### src/rtl/wb_write_arbiter.sv
// Register-file write-back arbiter: merges the ALU pipe and a long-latency unit
// onto one registered write port, buffering long-latency losers in a small FIFO.
module wb_write_arbiter #(
   parameter int DATA_WIDTH   = 32,
   parameter int ADDR_WIDTH   = 6,
   parameter int FIFO_DEPTH   = 4,
   parameter int STARVE_LIMIT = 8
) (
   input  logic                          clk,
   input  logic                          rst,
   input  logic                          alu_valid,
   input  logic [ADDR_WIDTH-1:0]         alu_addr,
   input  logic [DATA_WIDTH-1:0]         alu_data,
   input  logic                          ll_valid,
   output logic                          ll_ready,
   input  logic [ADDR_WIDTH-1:0]         ll_addr,
   input  logic [DATA_WIDTH-1:0]         ll_data,
   output logic                          stall_alu,
   output logic                          alu_drop_err,
   input  logic [ADDR_WIDTH-1:0]         pend_query_addr,
   output logic                          pend_hit,
   output logic                          wb_uses_rw,
   output logic [ADDR_WIDTH-1:0]         wb_rw_addr,
   output logic [DATA_WIDTH-1:0]         wb_rw_data,
   output logic [$clog2(FIFO_DEPTH):0]   fifo_count
);

   localparam int PTR_W = $clog2(FIFO_DEPTH);
   localparam int CNT_W = PTR_W + 1;
   localparam int AGE_W = $clog2(STARVE_LIMIT + 1);
   localparam logic [CNT_W-1:0] DEPTH_C = CNT_W'(FIFO_DEPTH);
   localparam logic [AGE_W-1:0] LIMIT_C = AGE_W'(STARVE_LIMIT);

   logic [ADDR_WIDTH-1:0] mem_addr_q [FIFO_DEPTH];
   logic [DATA_WIDTH-1:0] mem_data_q [FIFO_DEPTH];
   logic [PTR_W-1:0]      rd_q, wr_q;
   logic [CNT_W-1:0]      count_q, count_d;
   logic [AGE_W-1:0]      age_q;
   logic                  we_q, we_d;
   logic [ADDR_WIDTH-1:0] waddr_q, waddr_d;
   logic [DATA_WIDTH-1:0] wdata_q, wdata_d;
   logic                  drop_q, drop_d;

   logic                  alu_qual, ll_keep, fifo_empty, push, pop;
   logic [PTR_W-1:0]      off_w [FIFO_DEPTH];

   // ll_ready looks only at the current occupancy; a same-cycle pop does not free a slot.
   assign ll_ready   = !rst && (count_q < DEPTH_C);
   assign alu_qual   = alu_valid && (alu_addr != '0);
   assign ll_keep    = ll_valid && ll_ready && (ll_addr != '0);
   assign fifo_empty = (count_q == '0);
   assign stall_alu  = (age_q == LIMIT_C);

   assign wb_uses_rw   = we_q;
   assign wb_rw_addr   = waddr_q;
   assign wb_rw_data   = wdata_q;
   assign alu_drop_err = drop_q;
   assign fifo_count   = count_q;

   always_comb begin
      pop     = 1'b0;
      push    = 1'b0;
      we_d    = 1'b0;
      waddr_d = '0;
      wdata_d = '0;
      drop_d  = 1'b0;
      if (stall_alu) begin
         pop     = 1'b1;
         push    = ll_keep;
         we_d    = 1'b1;
         waddr_d = mem_addr_q[rd_q];
         wdata_d = mem_data_q[rd_q];
         drop_d  = alu_qual;
      end else if (alu_qual) begin
         push    = ll_keep;
         we_d    = 1'b1;
         waddr_d = alu_addr;
         wdata_d = alu_data;
      end else if (!fifo_empty) begin
         pop     = 1'b1;
         push    = ll_keep;
         we_d    = 1'b1;
         waddr_d = mem_addr_q[rd_q];
         wdata_d = mem_data_q[rd_q];
      end else if (ll_keep) begin
         we_d    = 1'b1;
         waddr_d = ll_addr;
         wdata_d = ll_data;
      end
   end

   always_comb begin
      count_d = count_q;
      if (push && !pop) begin
         count_d = count_q + 1'b1;
      end else if (pop && !push) begin
         count_d = count_q - 1'b1;
      end
   end

   // An entry is live when its distance from the read pointer is below the occupancy.
   always_comb begin
      pend_hit = 1'b0;
      for (int i = 0; i < FIFO_DEPTH; i++) begin
         off_w[i] = PTR_W'(i) - rd_q;
         if (({1'b0, off_w[i]} < count_q) && (mem_addr_q[i] == pend_query_addr) &&
             (pend_query_addr != '0)) begin
            pend_hit = 1'b1;
         end
      end
   end

   always_ff @(posedge clk) begin
      if (rst) begin
         rd_q    <= '0;
         wr_q    <= '0;
         count_q <= '0;
         age_q   <= '0;
         we_q    <= 1'b0;
         waddr_q <= '0;
         wdata_q <= '0;
         drop_q  <= 1'b0;
      end else begin
         if (pop) begin
            rd_q <= rd_q + 1'b1;
         end
         if (push) begin
            wr_q <= wr_q + 1'b1;
         end
         count_q <= count_d;
         if (pop || fifo_empty) begin
            age_q <= '0;
         end else if (age_q != LIMIT_C) begin
            age_q <= age_q + 1'b1;
         end
         we_q    <= we_d;
         waddr_q <= waddr_d;
         wdata_q <= wdata_d;
         drop_q  <= drop_d;
      end
   end

   // Storage carries no reset; liveness is defined by the pointers and count.
   always_ff @(posedge clk) begin
      if (push) begin
         mem_addr_q[wr_q] <= ll_addr;
         mem_data_q[wr_q] <= ll_data;
      end
   end

endmodule

### config.mk
export PLATFORM = sky130hd
export DESIGN_NAME = wb_write_arbiter
export DESIGN_NICKNAME = d
export VERILOG_FILES = /design/src/rtl/wb_write_arbiter.sv
export SDC_FILE = /design/constraint.sdc
export NUM_CORES = 1
export LEC_CHECK = 0
export CORE_MARGIN = 4
export CORE_UTILIZATION = 35
export DETAILED_ROUTE_END_ITERATION = 12
export PLACE_DENSITY = 0.66
export SETUP_SLACK_MARGIN = 0.2
export SLEW_MARGIN = 20
export SYNTH_ARGS = -nofsm -noshare
export SYNTH_HDL_FRONTEND = slang
export SYNTH_SLANG_ARGS = --single-unit
### constraint.sdc
create_clock -name clk -period 8.2 [get_ports clk]
set_input_delay 1.64 -clock clk [delete_from_list [all_inputs] [get_ports clk]]
set_output_delay 1.64 -clock clk [all_outputs]
set_load 0.03 [all_outputs]
==> reports/results.tsv <==
stage	metric	value	unit
clock_tree	tritoncts.num_buffers	22	
critical_path	critical_path_data_required_time	6560	ps
clock_tree	cts_resized	0	
clock_tree	postCtsSetupRepairBufs	0	
power	power.ir.vdd_worst	194.1	uV
yosys	synth_area_leaders	sky130_fd_sc_hd__edfxtp_1 (56%), sky130_fd_sc_hd__dfxtp_1 (13%), sky130_fd_sc_hd__mux4_2 (10%)	
flow_run	maxCapViolations	0	
power	p_total	2.887	mW
clock_tree	clk_latency	490	ps
critical_path	worstPathMaxFanout	5	
critical_path	critical_path_arrival	3970	ps
detailed_routing	drcViolationCount	0	
clock_tree	cts_max_path_buffers	3	
timing	slew_viol_final	0	
timing	post-route-worst-setup-slack	2590	ps
timing	timing.fmax	178.3	MHz
global_routing	grt_antenna_before_repair	0	
critical_path	end_kind	output pin	
critical_path	rr_worst_depth	12	
hold_path	class_of_the_tightest_hold_or_removal_check	register to register	
detailed_routing	drt-total-wl	18990	microns
floorplanning	pin_count	132	
placed_design	port-buffer-count	131	
critical_path	worstSetupPathDepth	7	
final_layout	fillerInstances	2014	
final_layout	synthToLayoutAreaGrowth	27.21	%
floorplanning	core_box_area	22850	sq um
yosys	synth_top_cell_by_area	sky130_fd_sc_hd__edfxtp_1	
timing	worst_slew_pin_slew	1022	ps
global_routing	grt_max_degree	39	
power	power_density	276.8	nW/um^2
final_layout	final_cell_area	10430	sq um
detailed_routing	drt-pass1-iter-count	5	
floorplanning	initial_utilization	0.3589	
global_routing	grt_overflow_total	0	
floorplanning	floorplan.rows	55	
yosys	netlist.area_leader.share	0.5567	
critical_path	worstPathBufferInverterCount	2	
yosys	netlist_top_cells_count	sky130_fd_sc_hd__edfxtp_1 (152), sky130_fd_sc_hd__dfxtp_1 (53), sky130_fd_sc_hd__mux4_2 (38), sky130_fd_sc_hd__and3_1 (36), sky130_fd_sc_hd__a221o_1 (34)	
final_layout	finish.net_count	703	
clock_tree	hold_fix_buffers_at_cts	0	
critical_path	cpMaxStageDelayCell	sky130_fd_sc_hd__clkdlybuf4s50_1	
detailed_routing	routed-via-count	4830	
yosys	yosys_warnings	0	
clock_tree	clk_transition_reported_paths	50	ps
timing	period_share	0.6842	
clock_tree	cts-htree-levels	1	
timing	maxSlewHeadroom	0.3153	
power	netSwitchingPower	0.7990	mW
power	power.internal	2.088	mW
floorplanning	die-height	161.1	microns
placed_design	post_place_setup_slack	2625	ps
outcome	outcome	finished, final reports clean	
clock_tree	cts_tree	built	
final_layout	insertedDiodeCount	0	
detailed_routing	detail-route-antenna-nets	0	
clock_tree	root_buffer	sky130_fd_sc_hd__clkbuf_16	
critical_path	critical_path.cell_chain	clkdlybuf4s50_1 -> xor2_1 -> a2111oi_0 -> and3_1 -> a21oi_1 -> a21oi_1 -> clkdlybuf4s50_1	
clock_tree	cts.sink_count	205	
placed_design	detailedPlacementHpwl	12010	microns
timing	timing.final.crit_period	5610	ps
critical_path	timing.critical_path.max_delay_family	buffers and inverters	
yosys	synth_flop_cell	sky130_fd_sc_hd__edfxtp_1	
yosys	yosys.cell_count.top_type	sky130_fd_sc_hd__edfxtp_1	
timing	fin_worst_skew	9.531	ps
power	clock_power_share	0.310	
yosys	sequential_area_share_after_synthesis	0.6861	
yosys	synth-edff-count	152	
yosys	synthesis.area	8199	sq um
global_routing	gr-usage-all-layers	0.1439	
critical_path	critical_path.max_stage_delay	690	ps
timing	final_setup_violation_count	0	
yosys	asyncSetResetFlopFracSynth	0	
placed_design	dpl_cell_area	9771	sq um
timing	hold_viol_final	0	
critical_path	setup.worst_path.class	input port to output pin	
detailed_routing	dr.first_iter.drc_count	337	
yosys	postSynthNetCount	575	
critical_path	worst_setup_path_start_kind	input port	
global_routing	first_global_vias	5247	
power	portion_of_total_power_attributed_to_combinational_logic	0.239	
final_layout	final_layout_size_suffix_gt1_frac	0.1385	
power	power.share.sequential	0.451	
timing	setup_tns	0	ps
floorplanning	total_die_area	25940	sq um
placed_design	finalWeightedCongestion	0.9378	
floorplanning	die-width	161.1	microns
timing	grt_setup_unrepaired	false	
yosys	synth.ff_latch_count	205	
yosys	synth.avg_cell_area	17.19	sq um
hold_path	whs_path_depth	1	
global_routing	grt_first_pass_wirelength	29860	microns
power	switching_share	0.2767	
final_layout	final_core_util	0.4565	
yosys	synthCells	477	
yosys	synth_cell_type_count	45	
detailed_routing	post_drt_wl_per_cell	20.33	microns
power	cellLeakagePower	3.557	nW
detailed_routing	avgViaCountPerCell	5.171	
-- cells by family after synthesis --
family | count (synthesis) | share of synthesized area
adders and majority gates | 12 | 0.01923
DFF | 205 | 0.6861
buffers and inverters | 43 | 0.02640
AOI/OAI and AO/OA | 63 | 0.06913
muxes | 39 | 0.1056
xor gates and xnor gates | 32 | 0.03418
and+or+nand+nor | 83 | 0.05937
-- layer usage --
| layer | track usage | wire, microns | vias up |
|---|---|---|---|
| met5 | 0 | 0 | - |
| met4 | 0.03296 | 382 | 0 |
| met3 | 0.02858 | 1153 | 30 |
| met2 | 0.2500 | 9430 | 161 |
| met1 | 0.1880 | 8025 | 2489 |
| li1 | - | - | 2150 |
-- worst paths after layout --
path                                    startpoint       endpoint  slack [ps]
worst max register to register            age_q[0]  fifo_count[2]        5090
worst min register to register            age_q[0]       age_q[0]         480
worst min-delay path                      age_q[0]       age_q[0]         480
worst max-delay path            pend_query_addr[1]       pend_hit        2590
-- flip-flops by register name, summed over array words and instances (netlist names), named ones only --
register and flops:
fifo_count 3, mem_data_q 128, alu_drop_err 1, wb_rw_addr 6, rd_q 2, age_q 4, wb_uses_rw 1, wr_q 2
wb_rw_data 32, mem_addr_q 24
-- power by group through the flow --
stage                     Sequential, mW  Combinational, mW  Clock, mW
after global routing                1.32              0.741      0.962
final                               1.30              0.690      0.896
after CTS                           1.31              0.696      0.918
after floorplan                     1.38              0.386          0
after detailed placement            1.33              0.691          0
after global placement              1.32              0.679          0
-- cell type report --
cell class / count / area (sq um) / area share
Multi-Input combinational cell: 229 / 2374 / 0.2276
Sequential cell: 205 / 5630 / 0.5398
Clock buffer: 33 / 623.1 / 0.05974
Inverter: 13 / 48.80 / 0.004679
Clock inverter: 7 / 28.78 / 0.002759
Tap cell: 313 / 391.6 / 0.03755
Timing Repair Buffer: 134 / 1334 / 0.1279
-- metrics by stage --
stage	std cells	hold WS, ps
after floorplan	477	429.7
after detailed placement	894	473.5
final	934	483.6
after global routing	934	540.1
after global placement	894	438.4
after CTS	934	486.6
-- cells in the final DEF, fill, tap and decap left out, drive strengths merged --
cell | synthesis | final
a22oi | 4 | 4
nand2 | 11 | 11
xnor2 | 8 | 8
nor2 | 13 | 13
ha | 11 | 11
nand3b | 1 | 1
and2 | 7 | 7
a2111oi | 5 | 5
buf | 16 | 3
nand2b | 1 | 1
or2 | 1 | 1
nand3 | 3 | 3
o211ai | 1 | 1
inv | 13 | 13
xor2 | 24 | 24
mux2i | 1 | 1
a21oi | 12 | 12
fa | 1 | 1
a221o | 34 | 34
a31oi | 1 | 1
clkinv | 0 | 7
nor3 | 4 | 4
clkdlybuf4s50 | 0 | 131
or4 | 3 | 3
clkbuf | 14 | 33
dfxtp | 53 | 53
o21ai | 2 | 2
a2111o | 1 | 1
edfxtp | 152 | 152
or3 | 1 | 1
mux4 | 38 | 38
o31ai | 2 | 2
and3 | 36 | 36
a211oi | 1 | 1
nor3b | 2 | 2
No activity file was read; power rests on OpenSTA's default activity.
